File: config.mk
export PLATFORM = sky130hd
export DESIGN_NAME = e1_fixed_point_reader
export DESIGN_NICKNAME = d
export VERILOG_FILES = /design/src/rtl/e1_fixed_point_reader.sv
export SDC_FILE = /design/constraint.sdc
export NUM_CORES = 1
export LEC_CHECK = 0
export ABC_AREA = 1
export CORE_AREA = 2 2 166 168
export CTS_BUF_LIST = sky130_fd_sc_hd__clkbuf_4
export DETAILED_ROUTE_END_ITERATION = 12
export DIE_AREA = 0 0 168 170
export PLACE_DENSITY = 0.7
export SLEW_MARGIN = 5
export SYNTH_ARGS = -nofsm -noshare
export SYNTH_HDL_FRONTEND = slang
export SYNTH_SLANG_ARGS = --single-unit
File: constraint.sdc
create_clock -name clk -period 7.4 [get_ports clk]
set_input_delay 0.74 -clock clk [delete_from_list [all_inputs] [get_ports clk]]
set_output_delay 0.74 -clock clk [all_outputs]
set_load 0.01 [all_outputs]
File: src/rtl/e1_fixed_point_reader.sv
// E1 fixed-point reader: sweeps the operand buffer once per start pulse and
// streams (buf[i], buf[i+1], buf[i+2]) triples downstream, indices wrapping modulo GEN_NUM.
module e1_fixed_point_reader #(
    parameter int unsigned GEN_NUM       = 200,
    parameter int unsigned GEN_NUM_WIDTH = $clog2(GEN_NUM),
    parameter int unsigned N             = 64,
    parameter int unsigned Q             = 15
) (
    input  logic                     clk,
    input  logic                     rst,
    input  logic                     start,
    output logic                     busy,
    output logic                     done,
    output logic [GEN_NUM_WIDTH-1:0] index,
    output logic [GEN_NUM_WIDTH-1:0] index1,
    output logic [GEN_NUM_WIDTH-1:0] index2,
    input  logic [N-1:0]             fixed_point,
    input  logic [N-1:0]             fixed_point1,
    input  logic [N-1:0]             fixed_point2,
    output logic                     out_valid,
    input  logic                     out_ready,
    output logic [N-1:0]             out_a,
    output logic [N-1:0]             out_b,
    output logic [N-1:0]             out_c,
    output logic [GEN_NUM_WIDTH-1:0] out_idx,
    output logic                     out_last
);

    localparam int unsigned               EW         = GEN_NUM_WIDTH + 1;
    localparam logic [GEN_NUM_WIDTH-1:0]  LAST_IDX   = GEN_NUM_WIDTH'(GEN_NUM - 1);
    localparam logic [EW-1:0]             GEN_NUM_EW = EW'(GEN_NUM);

    // Q is a pass-through format tag; only its range relative to N matters here.
    if (Q >= N) begin : g_bad_q
        $error("Q must be smaller than N");
    end

    typedef enum logic [1:0] {
        S_IDLE,
        S_RUN,
        S_DRAIN
    } state_t;

    state_t                     r_state;
    state_t                     w_state_nxt;
    logic [GEN_NUM_WIDTH-1:0]   r_ptr;
    logic [GEN_NUM_WIDTH-1:0]   w_ptr_nxt;
    logic                       r_busy;
    logic                       w_busy_nxt;
    logic                       r_done;
    logic                       w_done_nxt;
    logic                       r_valid;
    logic                       w_valid_nxt;
    logic                       r_last;
    logic                       w_last_nxt;
    logic [N-1:0]               r_a;
    logic [N-1:0]               w_a_nxt;
    logic [N-1:0]               r_b;
    logic [N-1:0]               w_b_nxt;
    logic [N-1:0]               r_c;
    logic [N-1:0]               w_c_nxt;
    logic [GEN_NUM_WIDTH-1:0]   r_idx;
    logic [GEN_NUM_WIDTH-1:0]   w_idx_nxt;
    logic [EW-1:0]              w_raw1;
    logic [EW-1:0]              w_raw2;
    logic [GEN_NUM_WIDTH-1:0]   w_index1;
    logic [GEN_NUM_WIDTH-1:0]   w_index2;
    logic                       w_load;

    // Wrap by compare-and-subtract so non-power-of-two buffer sizes work.
    always_comb begin
        w_raw1   = EW'(r_ptr) + EW'(1);
        w_raw2   = EW'(r_ptr) + EW'(2);
        w_index1 = (w_raw1 >= GEN_NUM_EW) ? GEN_NUM_WIDTH'(w_raw1 - GEN_NUM_EW)
                                          : GEN_NUM_WIDTH'(w_raw1);
        w_index2 = (w_raw2 >= GEN_NUM_EW) ? GEN_NUM_WIDTH'(w_raw2 - GEN_NUM_EW)
                                          : GEN_NUM_WIDTH'(w_raw2);
    end

    assign w_load = !r_valid || out_ready;

    always_comb begin
        w_state_nxt = r_state;
        w_ptr_nxt   = r_ptr;
        w_busy_nxt  = r_busy;
        w_done_nxt  = 1'b0;
        w_valid_nxt = r_valid;
        w_last_nxt  = r_last;
        w_a_nxt     = r_a;
        w_b_nxt     = r_b;
        w_c_nxt     = r_c;
        w_idx_nxt   = r_idx;

        case (r_state)
            S_IDLE: begin
                if (start) begin
                    w_state_nxt = S_RUN;
                    w_ptr_nxt   = '0;
                    w_busy_nxt  = 1'b1;
                end
            end
            S_RUN: begin
                if (w_load) begin
                    w_a_nxt     = fixed_point;
                    w_b_nxt     = fixed_point1;
                    w_c_nxt     = fixed_point2;
                    w_idx_nxt   = r_ptr;
                    w_last_nxt  = (r_ptr == LAST_IDX);
                    w_valid_nxt = 1'b1;
                    if (r_ptr == LAST_IDX) begin
                        w_state_nxt = S_DRAIN;
                    end else begin
                        w_ptr_nxt = w_index1;
                    end
                end
            end
            S_DRAIN: begin
                // Final triple still in the output register; finish once it is taken.
                if (r_valid && out_ready) begin
                    w_valid_nxt = 1'b0;
                    w_last_nxt  = 1'b0;
                    w_done_nxt  = 1'b1;
                    w_busy_nxt  = 1'b0;
                    w_ptr_nxt   = '0;
                    w_state_nxt = S_IDLE;
                end
            end
            default: begin
                w_state_nxt = S_IDLE;
            end
        endcase
    end

    always_ff @(posedge clk or posedge rst) begin
        if (rst) begin
            r_state <= S_IDLE;
            r_ptr   <= '0;
            r_busy  <= 1'b0;
            r_done  <= 1'b0;
            r_valid <= 1'b0;
            r_last  <= 1'b0;
            r_a     <= '0;
            r_b     <= '0;
            r_c     <= '0;
            r_idx   <= '0;
        end else begin
            r_state <= w_state_nxt;
            r_ptr   <= w_ptr_nxt;
            r_busy  <= w_busy_nxt;
            r_done  <= w_done_nxt;
            r_valid <= w_valid_nxt;
            r_last  <= w_last_nxt;
            r_a     <= w_a_nxt;
            r_b     <= w_b_nxt;
            r_c     <= w_c_nxt;
            r_idx   <= w_idx_nxt;
        end
    end

    assign busy      = r_busy;
    assign done      = r_done;
    assign index     = r_ptr;
    assign index1    = w_index1;
    assign index2    = w_index2;
    assign out_valid = r_valid;
    assign out_a     = r_a;
    assign out_b     = r_b;
    assign out_c     = r_c;
    assign out_idx   = r_idx;
    assign out_last  = r_last;

endmodule
==> Yosys cells after proc, flatten, opt, wreduce, memory -nomap -nowiden <==
Cells that the tools add are included.
{ "word_totals": {"ff_bits": 214, "input_bits": 196, "output_inout_bits": 228, "wordCells": 57} }
{ "classes": {"addsub": 4, "order_cmp": 2, "n_eq_ne": 8, "mux": 21, "n_reduce_logical": 12} }
{ "ops": {"columns": ["op", "n"], "rows": [
  ["8-bit 2-to-1 mux", 6],
  ["8-bit case mux with 3 select lines", 1],
  ["9-bit by 8-bit >= comparator with 1-bit output (second input constant)", 2],
  ["8-bit subtractor (second input constant)", 2],
  ["2-bit inequality test (second input constant)", 5],
  ["8-bit by 1-bit adder with 9-bit output (second input constant)", 1],
  ["8-bit by 2-bit adder with 9-bit output (second input constant)", 1],
  ["8-bit == test (second input constant)", 1],
  ["2-bit 2-to-1 mux", 4],
  ["1-bit 2-to-1 mux", 6],
  ["1-bit case mux with 2 select lines", 3],
  ["2-bit case mux with 3 select lines", 1],
  ["3-bit AND reduction", 2],
  ["5-bit AND reduction", 1],
  ["4-bit AND reduction", 1],
  ["2-bit nonzero test", 2],
  ["3-bit nonzero test", 1],
  ["2-bit by 1-bit == test with 1-bit output (second input constant)", 1],
  ["2-bit == test (second input constant)", 1],
  ["2-bit zero test", 1],
  ["2-bit AND reduction", 1],
  ["1-bit logical AND", 1],
  ["1-bit zero test", 1],
  ["1-bit logical OR", 1]
]} }

==> Logic depth before layout (Yosys ltp) <==
Gate-level depths: netlist of the first run.
{ "logic_depth": {"word_depth": 6, "mapped_depth": 15, "depth_no_buf": 15} }

==> Least setup slack after synthesis of the first run <==
OpenSTA, ideal clock, no wires.
{ "synth_path": {"kind": "register to output", "start": "register r_ptr[1], in the netlist index[1]", "end": "output index1[3]", "arrival_ps": 1912, "required_ps": 6660, "path_slack_ps": 4748, "path_stages_with_launch": 14, "path_buffers": 0, "cell_sequence": "dfrtp_1 ha_1 nand2_1 nand2_1 nand2_1 inv_1 ha_1 inv_1 nand2_1 nand2_2 nand3_4 nand3_4 nand2_1 and2_1"} }
{ "synth_via": {"elab_chain_cells": 3, "word_cells_on_any_way": 4, "cone_classes": "add/sub: 2; order compare: 1; mux: 1"} }
{ "synth_lines": {"columns": ["item", "line_no", "rtl"], "rows": [
  ["from (decl)", "46", "logic [GEN_NUM_WIDTH-1:0] r_ptr;"],
  ["from (signal assigned)", "148", "r_ptr <= w_ptr_nxt;"],
  ["8-bit by 1-bit adder with 9-bit output *", "72", "w_raw1 = EW'(r_ptr) + EW'(1);"],
  ["8-bit subtractor or 9-bit by 8-bit >= comparator with 1-bit output (tied branches)", "74", "w_index1 = (w_raw1 >= GEN_NUM_EW) ? GEN_NUM_WIDTH'(w_raw1 - GEN_NUM_EW)"],
  ["8-bit 2-to-1 mux *", "74", null],
  ["to (decl)", "15", "output logic [GEN_NUM_WIDTH-1:0] index1,"]
]} }
Every way passes the cells marked *; elsewhere a longest branch is shown, timed or not.

==> Worst setup path after layout of the first run <==
{ "layout_path": {"start": "register r_ptr[2], in the netlist index[2]", "end": "output index2[5]"} }
{ "layout_via": {"elab_chain_cells": 3, "word_cells_on_any_way": 4, "cone_classes": "add/sub: 2; order compare: 1; mux: 1"} }
{ "layout_lines": {"columns": ["item", "line_no", "rtl"], "rows": [
  ["8-bit by 2-bit adder with 9-bit output *", "73", "w_raw2 = EW'(r_ptr) + EW'(2);"],
  ["8-bit subtractor or 9-bit by 8-bit >= comparator with 1-bit output (tied branches)", "76", "w_index2 = (w_raw2 >= GEN_NUM_EW) ? GEN_NUM_WIDTH'(w_raw2 - GEN_NUM_EW)"],
  ["8-bit 2-to-1 mux *", "76", null],
  ["to (decl)", "16", "output logic [GEN_NUM_WIDTH-1:0] index2,"]
]} }
Marks and branches as above.

==> flow_metrics.tcl, run 1 <==
set metrics [dict create \
    cp_max_fo 9 \
    post-cts-setup-buffer-count 0 \
    initial_core_util_pct 32.9 \
    post-route-min-period_ps 4000 \
    dieWidth_um 168 \
    combPwrFrac_pct 46.5 \
    cts_resized 0 \
    port_buffers 423 \
    place_congestion 0.835 \
    startpoint_type "register" \
    fin_area_um2 13900 \
    drtAntennaViolNets 0 \
    syn_nets 822 \
    drc 0 \
    synthTopCellsByArea "dfrtp_1 61%, mux2_2 25%, buf_6 2.6%" \
    p_leak_nw 5.97 \
    clockPowerShare_pct 17.9 \
    hpwl_um 18300 \
    cts_hold_buf 0 \
    yosysWarnings 0 \
    track_usage_pct 16.8 \
    h-tree-depth 2 \
    area_delta_synth_final_pct 58.7 \
    report.final.slew_viol_count 0 \
    ys_ff_latch 214 \
    power_mw 5.70 \
    drt_wl_total_um 24900 \
    hp-class "register to register" \
    criticalPathCategory "register to output pin" \
    clkLatencyLatePin_ps 650 \
    setup_viol_count_final 0 \
    path_clk_slew_ps 60 \
    syn_avg_cell_area_um2 14.1 \
    power_density_nw_per_um2 409 \
    cts_made_buffers 58 \
    period_share_pct 54.0 \
    end_kind "output pin" \
    required_ps 6660 \
    yosysTopAreaCellShare_pct 61.1 \
    synthXorXnorAreaFrac_pct 1.08 \
    vdd_ir_drop_max_mv 0.309 \
    synth_fa_ha_area_share_pct 0.856 \
    rsz0062_at_grt "no" \
    dieArea_um2 28600 \
    postSynthCellCount 620 \
    firstDrtPassIters 4 \
    synth_compound_gate_area_share_pct 1.28 \
    rows 60 \
    grt_pass1_wl_um 37600 \
    slew_headroom_pct 34.9 \
    fin_worst_skew_ps 22.5 \
    p_sw_share_pct 31.1 \
    grt_max_degree 82 \
    cts_max_path_buffers 3 \
    fp.dieH_um 170 \
    fin_util_pct 52.2 \
    antenna_found_initial 1 \
    seq_power_share_pct 35.6 \
    drt_iter0_markers 278 \
    synth_area_um2 8770 \
    cts.sinks 214 \
    ios 424 \
    cts_tree "built" \
    worstMarginPinSlew_ps 977 \
    root_buffer "clkbuf_4" \
    setup_tns_ps 0 \
    multi_input_comb_area_um2 3040 \
    synthMuxAreaShare_pct 24.7 \
    status "complete, no violations" \
    drive_gt1_share_pct 27.9 \
    final_hold_viol_count 0 \
    dp_cells 1362 \
    vias 6523 \
    crit_arrival_ps 3260 \
    avgViaCountPerCell 4.47 \
    drv_cap 0 \
    p_sw_mw 1.77 \
    synth_top_family_by_area "multiplexers" \
    grt_pass1_vias 6771 \
    regArea_um2 5360 \
    yosysSeqAreaShare_pct 61.1 \
    coreArea_um2 26700 \
    placed_area_um2 13200 \
    fmax_ghz 0.250 \
    synth_top_area_cell "dfrtp_1" \
    route.detailed.wl_per_inst_um 17.1 \
    synth_simple_gate_area_share_pct 6.68 \
    gr-total-overflow 0 \
    fin_nets 1283 \
    synthDistinctLibCells 26 \
    p_int_mw 3.93 \
    fill_cells 2346 \
    fin_cells 1459 \
]
==> placed cells by master (no fill, tap or decap), drive strengths merged, types with 3 or more instances in the layout <==
cell,n
clkbuf,90
nand2,70
buf,4
nand4,6
clkdlybuf4s50,423
nor3,3
inv,31
nor2,18
ha,6
mux2,192
nand3,19
o21ai,18
xor2,8
dfrtp,214
clkinv,6
==> synth_stat cells <==
library cell and n:
nand3_4 2, ha_1 6, inv_1 31, mux2_2 192, nand3_1 17, nor2_2 3
xor2_2 1, nand3b_1 1, nor2_1 12, nor3_1 3, xor2_1 7, buf_6 20
nand2_2 13, nand2_1 57, o21ai_1 4, o22ai_1 2, xnor2_1 2, buf_2 1
dfrtp_1 214, nor2_4 3, o21ai_0 14, nand4_1 6, and2_1 2, buf_4 4
clkbuf_1 1, a21oi_1 2
==> layer usage <==
metal  vias up  global-route usage [%]  part of all wire [%]
met3        45                    6.60                   9.6
met5         -                       0                     0
met4         0                    5.52                   2.4
met1      3125                    19.3                    38
met2       296                    28.7                    50
li1       3057                       -                     -
==> worst max-delay path: stages, from the launching register on <==
cell and delay [ps]:
dfrtp_1 510, ha_1 280, xor2_1 340, inv_1 110
ha_1 220, inv_1 50, nor2_1 50, o21ai_1 80
nand2_1 70, nand2_2 130, o21ai_0 100, o21ai_1 90
clkdlybuf4s50_1 570
==> kinds of logic (layout without fill, tap and decap cells) <==
family	count (synthesis)	count (layout)
flops	214	214
mux	192	192
simple gates	119	119
buf+inv	57	554
compound gates	22	22
xor+xnor	10	10
fa+ha+maj	6	6
other cells	0	1
==> stage by stage <==
step / setup WS, ps / hold slack (ps)
3_3_place_gp: 3790 / 465
4_1_cts: 3320 / 487
5_1_grt: 3130 / 510
6_report: 3400 / 483
2_1_floorplan: 809 / 477
3_5_place_dp: 3770 / 472
==> power groups by stage <==
stage	Sequential [mW]	Clock (mW)	Combinational (mW)
floorplan	2.29	0	1.01
detailed placement	2.05	0	2.68
CTS	2.03	1.07	2.69
global placement	2.03	0	2.65
global route	2.11	1.12	2.81
finish	2.03	1.02	2.65
==> path summary, 6_finish.rpt <==
kind,cells past startpoint,to,slack [ps],startpoint
worst max-delay path,12,index2[5],3400,index[2]
worst min-delay path,2,out_idx[0],480,out_idx[0]
worst max register to register,6,out_c[18],4520,out_valid
worst min register to register,2,out_idx[0],480,out_idx[0]
max in group asynchronous,3,out_c[50],5430,rst
min in group asynchronous,2,out_a[57],570,rst
==> sequential cells by signal, indices dropped and copies added, names as in the netlist <==
register   cells
out_valid      1
out_c         64
r_state        2
out_idx        8
busy           1
index          8
done           1
out_a         64
out_last       1
out_b         64
==> final cells by class <==
cell class,count,area share (%)
Sequential cell,214,38.5
Timing Repair Buffer,427,30.6
Tap cell,341,3.07
Clock buffer,90,4.86
Inverter,31,0.890
Antenna cell,1,0.0180
Multi-Input combinational cell,349,21.8
Clock inverter,6,0.207
Note: power is estimated with default switching activity, not from simulation.
==> run 2: changes to the inputs <==
- clock period: 7.4 -> 3.8 ns (I/O delays scaled with it)
==> run 2 against run 1 <==
Net effect: largest power group unchanged; critical path type unchanged; global-route usage rose by 0.55 points; first-iteration DRC count shrank 11%; hold slack worse by 240 ps; critical endpoint is now index1[3].
==> flow_metrics.tcl, run 2 (same netlist as run 1, synthesis figures left out) <==
set metrics [dict create \
    status "complete, no violations" \
    required_ps 3420 \
    drive_gt1_share_pct 29.3 \
    report.final.slew_viol_count 0 \
    fmax_ghz 0.285 \
    cp_cell_sequence "ha_2, nand2_2, nand2_1, nand2_1, inv_1, ha_1, inv_1, nand2_1, nand2_2, nand3_4, nand3_4, nand2_1, and2_1, clkdlybuf4s50_1" \
    h-tree-depth 2 \
    vdd_ir_drop_max_mv 0.462 \
    drc 0 \
    gr-total-overflow 0 \
    crit_path_frequent_cell "nand2_1" \
    worstMarginPinSlew_ps 786 \
    fin_nets 1295 \
    cts_tree "built" \
    r2r_start "out_valid" \
    hpwl_um 18700 \
    fin_cells 1476 \
    crit_arrival_ps 3130 \
    hold_ws_ps 247 \
    slowest_stage "clkdlybuf4s50_1" \
    fin_worst_skew_ps 30.3 \
    p_int_mw 7.82 \
    period_share_pct 92.4 \
    cts_max_path_buffers 3 \
    area_delta_synth_final_pct 61.4 \
    regToRegSetupSlack_ps 1700 \
    startpoint_type "register" \
    route.detailed.wl_per_inst_um 17.1 \
    hp-class "input port to async pin" \
    placed_area_um2 13400 \
    slowest_delay_ps 470 \
    grt_pass1_vias 6948 \
    clkLatencyLatePin_ps 680 \
    drt_wl_total_um 25300 \
    coreArea_um2 26700 \
    setup_viol_count_final 0 \
    firstDrtPassIters 5 \
    seq_power_share_pct 34.7 \
    reg2reg_to "out_b[10]" \
    dieWidth_um 168 \
    power_density_nw_per_um2 800 \
    dieArea_um2 28600 \
    criticalPathCategory "register to output pin" \
    combPwrFrac_pct 46.8 \
    dp_cells 1370 \
    fp.dieH_um 170 \
    root_buffer "clkbuf_4" \
    place_congestion 0.817 \
    cp_max_fo 7 \
    port_buffers 423 \
    antenna_found_initial 1 \
    slew_headroom_pct 47.6 \
    final_common_cell "clkdlybuf4s50_1" \
    final_cell_mix "423 x clkdlybuf4s50_1, 211 x dfrtp_1, 192 x mux2_2" \
    track_usage_pct 17.3 \
    path_clk_slew_ps 60 \
    fin_util_pct 53.1 \
    cts_made_buffers 60 \
    p_leak_nw 6.06 \
    clockPowerShare_pct 18.4 \
    worstRegToRegCells 6 \
    final_hold_viol_count 0 \
    drt_iter0_markers 247 \
    drtAntennaViolNets 0 \
    end_kind "output pin" \
    vias 6607 \
    p_sw_share_pct 30.9 \
    cts.sinks 214 \
    drv_cap 0 \
    ios 424 \
    avgViaCountPerCell 4.48 \
    grt_pass1_wl_um 38600 \
    post-route-min-period_ps 3510 \
    grt_max_degree 109 \
    p_sw_mw 3.50 \
    rows 60 \
    fin_area_um2 14100 \
    initial_core_util_pct 32.9 \
]
[run 2: cell types whose count changed in the layout (fill, tap and decap cells not counted), sizes merged]
cell / previous run / this run
buf: 4 / 13
bufinv: 0 / 1
clkbuf: 90 / 91
clkinv: 6 / 9
clkinvlp: 0 / 2
diode: 1 / 2
[run 2: area by class of cell]
class	instances	area [um2]
fillers	2328	12500
flip-flops and latches	214	5360
repair buffers	437	4420
multi-input cells	349	3060
clock buffers	90	676
well taps	341	427
inverters	31	120
clock inverters	12	76.3
diodes	2	5.00
[run 2: stage by stage]
| stage | setup TNS [ps] | setup WS (ps) | power [mW] |
|---|---|---|---|
| finish | 0 | 288 | 11.3 |
| detailed placement | 0 | 850 | 9.33 |
| CTS | 0 | 63.6 | 11.5 |
| floorplan | 0 | 636 | 6.42 |
| global placement | 0 | 923 | 9.23 |
| global route | -13.0 | -13.0 | 12.0 |
[run 2: how the worst max path moves through the flow]
stage	from	to	slack, ps
after detailed placement	index[2]	index2[5]	850
final	index[1]	index1[3]	290
after global routing	index[3]	index2[5]	-10
after global placement	index[2]	index2[5]	920
after CTS	index[2]	index1[3]	60
after floorplan	rst	busy	640
[run 2: worst max-delay path: cells and delay by family, from the launching register on]
| family | cells | cell delay (ps) |
|---|---|---|
| adder cells (fa/ha/maj) | 2 | 470 |
| AND/OR/NAND/NOR | 9 | 910 |
| buffers and inverters | 3 | 620 |
| flip-flops | 1 | 460 |
[run 2: power by group through the flow]
stage	registers, mW	clock network, mW	logic [mW]
2_1_floorplan	4.46	0	1.96
3_3_place_gp	3.91	0	5.32
3_5_place_dp	3.97	0	5.36
4_1_cts	3.93	2.19	5.37
5_1_grt	4.07	2.32	5.61
6_report	3.93	2.09	5.30
[run 2: repair_timing]
action                                  CTS  global route
hold buffers                              0             0
setup buffers                             0             2
endpoints found under the setup margin    0             9
gates resized for setup                   0             8
[run 2: layer usage]
layer / global-route usage, % / vias to the layer above / part of all wire [%]
met1: 19.6 / 3214 / 38
met3: 5.44 / 53 / 7.6
met5: 0 / - / 0
met2: 30.3 / 248 / 51
met4: 7.22 / 0 / 3.1
li1: - / 3092 / -
==> run 3: changes to the inputs <==
- GPL_ROUTABILITY_DRIVEN: not set -> 0
==> results of run 3 <==
Same layout as run 2: the final DEF is identical, and so are final timing and power.
